--- config.mk ---
export PLATFORM = sky130hd
export DESIGN_NAME = fdcr_delay_line
export DESIGN_NICKNAME = d
export VERILOG_FILES = /design/src/rtl/fdcr_delay_line.sv
export SDC_FILE = /design/constraint.sdc
export NUM_CORES = 1
export LEC_CHECK = 0
export BUFFER_PORTS_ARGS = -buffer_cell sky130_fd_sc_hd__buf_2
export CAP_MARGIN = 15
export CORE_AREA = 2 2 50 52
export DETAILED_ROUTE_END_ITERATION = 16
export DIE_AREA = 0 0 52 54
export PLACE_DENSITY = 0.67
export RECOVER_POWER = 100
export SYNTH_ARGS = -nofsm -noshare
export SYNTH_HDL_FRONTEND = slang
export SYNTH_SLANG_ARGS = --single-unit
--- constraint.sdc ---
create_clock -name i_clk -period 1.8 [get_ports i_clk]
set_clock_uncertainty 0.2 [all_clocks]
set_input_delay 0.36 -clock i_clk [delete_from_list [all_inputs] [get_ports i_clk]]
set_output_delay 0.36 -clock i_clk [all_outputs]
set_load 0.005 [all_outputs]
--- src/rtl/fdcr_delay_line.sv ---
// fdcr_delay_line: WIDTH x DEPTH register delay line with async clear, sync reset to SR_VAL,
// clock enable, selectable tap output and saturating fill tracking.
module fdcr_delay_line #(
    parameter int               WIDTH  = 4,
    parameter int               DEPTH  = 4,
    parameter logic [WIDTH-1:0] SR_VAL = '0,
    parameter int               TAP_W  = 2
) (
    input  logic             i_clk,
    input  logic             i_rc,
    input  logic             i_sr,
    input  logic             i_ce,
    input  logic [WIDTH-1:0] i_d,
    input  logic [TAP_W-1:0] i_tap,
    output logic [WIDTH-1:0] o_q,
    output logic [WIDTH-1:0] o_qt,
    output logic [TAP_W:0]   o_fill,
    output logic             o_full
);
    localparam logic [TAP_W:0] FULL_CNT = DEPTH[TAP_W:0];

    logic [WIDTH-1:0] r_stage [DEPTH];
    logic [TAP_W:0]   r_fill;
    logic [WIDTH-1:0] w_qt;

    always_ff @(posedge i_clk or posedge i_rc) begin
        if (i_rc) begin
            for (int i = 0; i < DEPTH; i++) r_stage[i] <= '0;
            r_fill <= '0;
        end else if (i_sr) begin
            for (int i = 0; i < DEPTH; i++) r_stage[i] <= SR_VAL;
            r_fill <= '0;
        end else if (i_ce) begin
            r_stage[0] <= i_d;
            for (int i = 1; i < DEPTH; i++) r_stage[i] <= r_stage[i-1];
            r_fill <= (r_fill == FULL_CNT) ? r_fill : r_fill + 1'b1;
        end
    end

    // Tap values beyond the last stage select nothing and read as zero.
    always_comb begin
        w_qt = '0;
        for (int i = 0; i < DEPTH; i++)
            if (i_tap == i[TAP_W-1:0]) w_qt = r_stage[i];
    end

    assign o_q    = r_stage[DEPTH-1];
    assign o_qt   = w_qt;
    assign o_fill = r_fill;
    assign o_full = (r_fill == FULL_CNT);
endmodule

=== Word level (Yosys, flattened, before mapping) ===
Index checks and enable logic that the tools add are counted.
W data, S select, Z words.

* Register bits after elaboration: 19
* Word-level logic and storage cells: 23
* Bits of input ports: 10
* Output and inout bits: 12

* Add/sub/neg operators: 1
* Mux-type cells: 9
* Eq/ne operators: 5
* Reduce and logical (&&, ||, !) cells: 3

{| class="wikitable"
|+ Operators with widths
! operator !! number
|-
| $mux W16 || 2
|-
| $mux W4 || 4
|-
| $mux W3 || 3
|-
| $eq A2 B2 Y1 const B || 2
|-
| $add A3 B1 Y3 const B || 1
|-
| $eq A3 B3 Y1 const B || 1
|-
| $eq A2 B1 Y1 const B || 1
|-
| $logic_not A2 Y1 || 1
|-
| $ne A2 B2 Y1 const B || 1
|-
| $reduce_and A2 Y1 || 1
|-
| $reduce_bool A2 Y1 || 1
|}

=== Longest topological paths before layout ===
* Word-level depth: 5
* Mapped depth: 4
* Depth with buffers taken out: 4

=== Worst setup path after synthesis ===
OpenSTA, ideal clock, no wires.

* Kind: reg-to-reg
* From: register r_fill[0], in the netlist o_fill[0]
* To: register r_fill[0], in the netlist o_fill[0]
* Setup time: 125 ps
* Path buffers: 0
* Cell stages (with the launch flop): 5
* Required time: 1475 ps
* Clock period less this slack: 1472 ps
* Data arrival time: 1147 ps
* Slack: 328 ps
* Cells stage by stage: dfrtp_1 > inv_1 > ha_1 > a21boi_4 > mux2_4

* Longest elaborated chain between the ends: 4
* Elaborated cells on any way between the ends: 7
* Those cells by class: add/sub (1); eq/ne (2); mux (3); reduce/logical (1)

{| class="wikitable"
|+ Ends and longest elaborated chain
! item !! RTL line !! text
|-
| from (decl) || 23 || <nowiki>logic [TAP_W:0] r_fill;</nowiki>
|-
| from (signal assigned) || 36 || <nowiki>r_fill <= (r_fill == FULL_CNT) ? r_fill : r_fill + 1'b1;</nowiki>
|-
| $add A3 B1 Y3 || 36 ||
|-
| $mux W3 || 36 ||
|-
| $mux W3 || 33 || <nowiki>end else if (i_ce) begin</nowiki>
|-
| $mux W3 || 30 || <nowiki>end else if (i_sr) begin</nowiki>
|}

Several ways; a longest one is shown, not always the timed one. The select of a mux whose other input is x is not followed.
A chain may end at the register's enable or synchronous reset.

=== Worst setup path after layout ===
* From: register r_stage, in the netlist o_q[1]
* To: output o_qt[1]

* Longest elaborated chain between the ends: 1

{| class="wikitable"
|+ Ends and longest elaborated chain
! item !! RTL line !! text
|-
| from (decl) || 22 || <nowiki>logic [WIDTH-1:0] r_stage [DEPTH];</nowiki>
|-
| $mux W4 || 44 || <nowiki>if (i_tap == i[TAP_W-1:0]) w_qt = r_stage[i];</nowiki>
|-
| to (decl) || 16 || <nowiki>output logic [WIDTH-1:0] o_qt,</nowiki>
|}

No other way between the ends.

==> results.md <==
* Outcome: finished with violations
* Violated checks: negative setup slack
* Ranking of synthesized cells by area: dfrtp_1 (48%), mux2i_1 (17%), mux4_1 (11%)
* Setup repair after global routing missed its margin: yes
* Synthesized area per cell at 12.6 sq um
* Critical Path Start Type: register
* X dimension of the die at 52 um
* Die boundary height at 54 um
* Proportion of synthesized flip-flops having asynchronous set or reset at 1.00
* Max-Cap Viols at 0
* Bufs on Longest Clock Path at 2
* Routed vias at 694
* Place WS at 0.0440 ns
* Crit path capture type: output port
* Seq. cell area at 475 sq um
* Pwr dens at 660 nW/um^2
* Cell at the root of the clock tree: clkbuf_4
* Total leakage power at 0.000649 uW
* Required time at the endpoint of the critical path at 1.24 ns
* Number of routed nets with antenna violations at 0
* Die Footprint at 2810 sq um
* Count of cell types in the netlist at 17
* Reg2reg setup slack at 0.21 ns
* Clk Latency, worst-skew pair at 0.30 ns
* Initial drt markers at 12
* Placeable core area at 2320 sq um
* First-pass GRT wire length at 3020 um
* Slew margin rel. at 0.679
* Sw Pwr at 202 uW
* Total nets after synthesis at 91
* Clock-pin slew reported for the worst setup and hold paths after clock tree synthesis at 0.11 ns
* Proportion of layout cells with a drive suffix above 1 at 0.368
* Pin count of the biggest net entering global routing at 20
* Multi-input combinational cell area at 429 sq um
* Buffers on Ports at 21
* IO Count at 22
* Number of flip-flops and latches in the synthesized netlist at 19
* Antenna violations before repair at 0
* Initial Util at 0.428
* Count of warnings emitted by yosys at 0
* Crit Path Max Fanout at 3
* Endpoint arrival time on the critical path at 1.31 ns
* Top cell type's share of synthesized area at 0.479
* Part of the total power dissipated in sequential elements at 0.568
* Maximum VDD drop at 0.465 mV
* Share of total power consumed by net switching at 0.255
* Via count of the first global-routing pass at 669
* Pin slew with the least headroom to its limit at 0.482 ns
* Share of the clock period used by the worst path after layout at 1.04
* Sequential cell area fraction in the yosys report at 0.479
* Pre-antenna DRT Iters at 4
* Area added between synthesis and finish at 20.8%
* Post-layout minimum cycle time at 1.87 ns
* Routed vias/inst at 4.82
* EDFF count, synth at 0
* H-tree Lvls at 1
* GRT Total Usage at 0.152
* Most numerous cell types in the synthesized netlist: dfrtp_1 (19), mux2i_1 (17), nor2_1 (17)
* Internal power at 589 uW
* Overall overflow remaining after global route at 0
* Worst hold-check path type: in -> reg
* Number of design rule violations left after detail routing at 0
* Leading area contributor after synthesis: dfrtp_1
* Most frequent cell after synthesis: dfrtp_1
* Count of final hold-check violations at 0
* Max-slew violations at 0
* # rows at 18
* Final non-filler cell area at 1200 sq um
* Number of buffers added by the clock tree synthesis step at 3
* PnR worst setup slack at -0.0664 ns
* Worst setup path class: reg -> out
* Detailed-placement wirelength estimate at 1120 um
* Cell area reported after detailed placement at 1090 sq um
* Filler cells at 217
* Synthesized netlist cell count at 79
* Comb power frac at 0.162
* Clock Power Share at 0.269
* Synth Cell Area at 992 sq um
* Fmax achieved at 536 MHz
* Routability Congestion at 0.687
* Clock sink total at 19
* Routed Wire Length at 1830 um
* Routed length per instance at 12.7 um
* Ys flop type: dfrtp_1
* Final setup violating endpoints at 4
* Total inserted antenna cells at 0
* # nets final at 127
* Clock tree from TritonCTS: yes
==> layout by cell type (no fill, tap or decap) <==
master	instances
buf_2	21
dfrtp_1	19
nor2_1	17
mux2i_1	17
clkbuf_4	10
clkbuf_1	5
mux4_2	4
inv_1	3
buf_4	3
nand2b_1	2
nor2b_1	1
a21boi_0	1
mux2_4	1
and4b_1	1
a21oi_1	1
nor3_1	1
and2_1	1
ha_4	1
ha_1	1
clkinv_2	1
dlygate4sd3_1	1
clkbuf_2	1
buf_1	1
==> sequential cells by signal, summed over array words and instances, names as in the netlist <==
name     cells
o_q          4
o_fill       3
r_stage     12
==> routing by layer <==
| layer | global-route usage | vias to the layer above | wire, um | part of all wire |
|---|---|---|---|---|
| met5 | 0 | - | 0 | 0 |
| met4 | 0.0526 | 0 | 13 | 0.0071 |
| met3 | 0.0500 | 2 | 95 | 0.052 |
| met2 | 0.247 | 19 | 831 | 0.45 |
| met1 | 0.189 | 338 | 886 | 0.48 |
| li1 | - | 335 | - | - |
==> power by group through the flow <==
stage          registers [uW]  logic [uW]  clock network (uW)
2_1_floorplan             460        76.3                   0
3_3_place_gp              462         105                   0
3_5_place_dp              463         107                   0
4_1_cts                   449         136                 229
5_1_grt                   452         143                 256
6_report                  450         128                 213
==> worst paths after layout <==
| path | startpoint | cells past startpoint | end |
|---|---|---|---|
| worst max-delay path | o_q[1] | 2 | o_qt[1] |
| worst min-delay path | i_d[3] | 3 | r_stage[15] |
| worst max register to register | o_fill[0] | 4 | o_fill[0] |
| worst min register to register | o_q[3] | 2 | o_q[3] |
| max in group asynchronous | i_rc | 4 | o_fill[1] |
| min in group asynchronous | i_rc | 4 | r_stage[8] |
==> critical path, stage by stage (launching register included) <==
cell	delay, ns
dfrtp_1	0.41
mux4_2	0.46
buf_2	0.14
==> cell type report <==
cell class	count	area share
flip-flops and latches	19	0.397
multi-input cells	49	0.358
repair buffers	39	0.182
well taps	30	0.0313
clock buffers	3	0.0188
inverters	3	0.00939
clock inverters	1	0.00418
==> cells by family (layout without fill, tap and decap cells) <==
family	Yosys count	count (layout)	synth area share
AND/OR/NAND/NOR	23	23	0.105
multiplexers	22	22	0.293
flip-flops	19	19	0.479
buffers and inverters	11	46	0.0744
adder cells (fa/ha/maj)	2	2	0.0252
AO/OA/AOI/OAI	2	2	0.0240
==> per-stage QoR <==
step | instances | utilization | TNS, ns | hold WS (ns) | power, uW
floorplan | 79 | - | 0 | 0.111 | 536
global placement | 125 | 0.472 | 0 | 0.191 | 567
detailed placement | 125 | 0.472 | 0 | 0.194 | 569
CTS | 144 | 0.530 | -0.318 | 0.0912 | 815
global route | 144 | 0.517 | -0.518 | 0.0838 | 850
finish | 144 | 0.517 | -0.248 | 0.0985 | 791
==> repair_timing <==
item | CTS | global route
gates resized for setup | 4 | 3
endpoints found under the hold margin | 19 | 0
endpoints found under the setup margin | 5 | 5
hold buffers | 1 | 0
buffers inserted | 14 | 0
(Power assumes the default switching activity.)
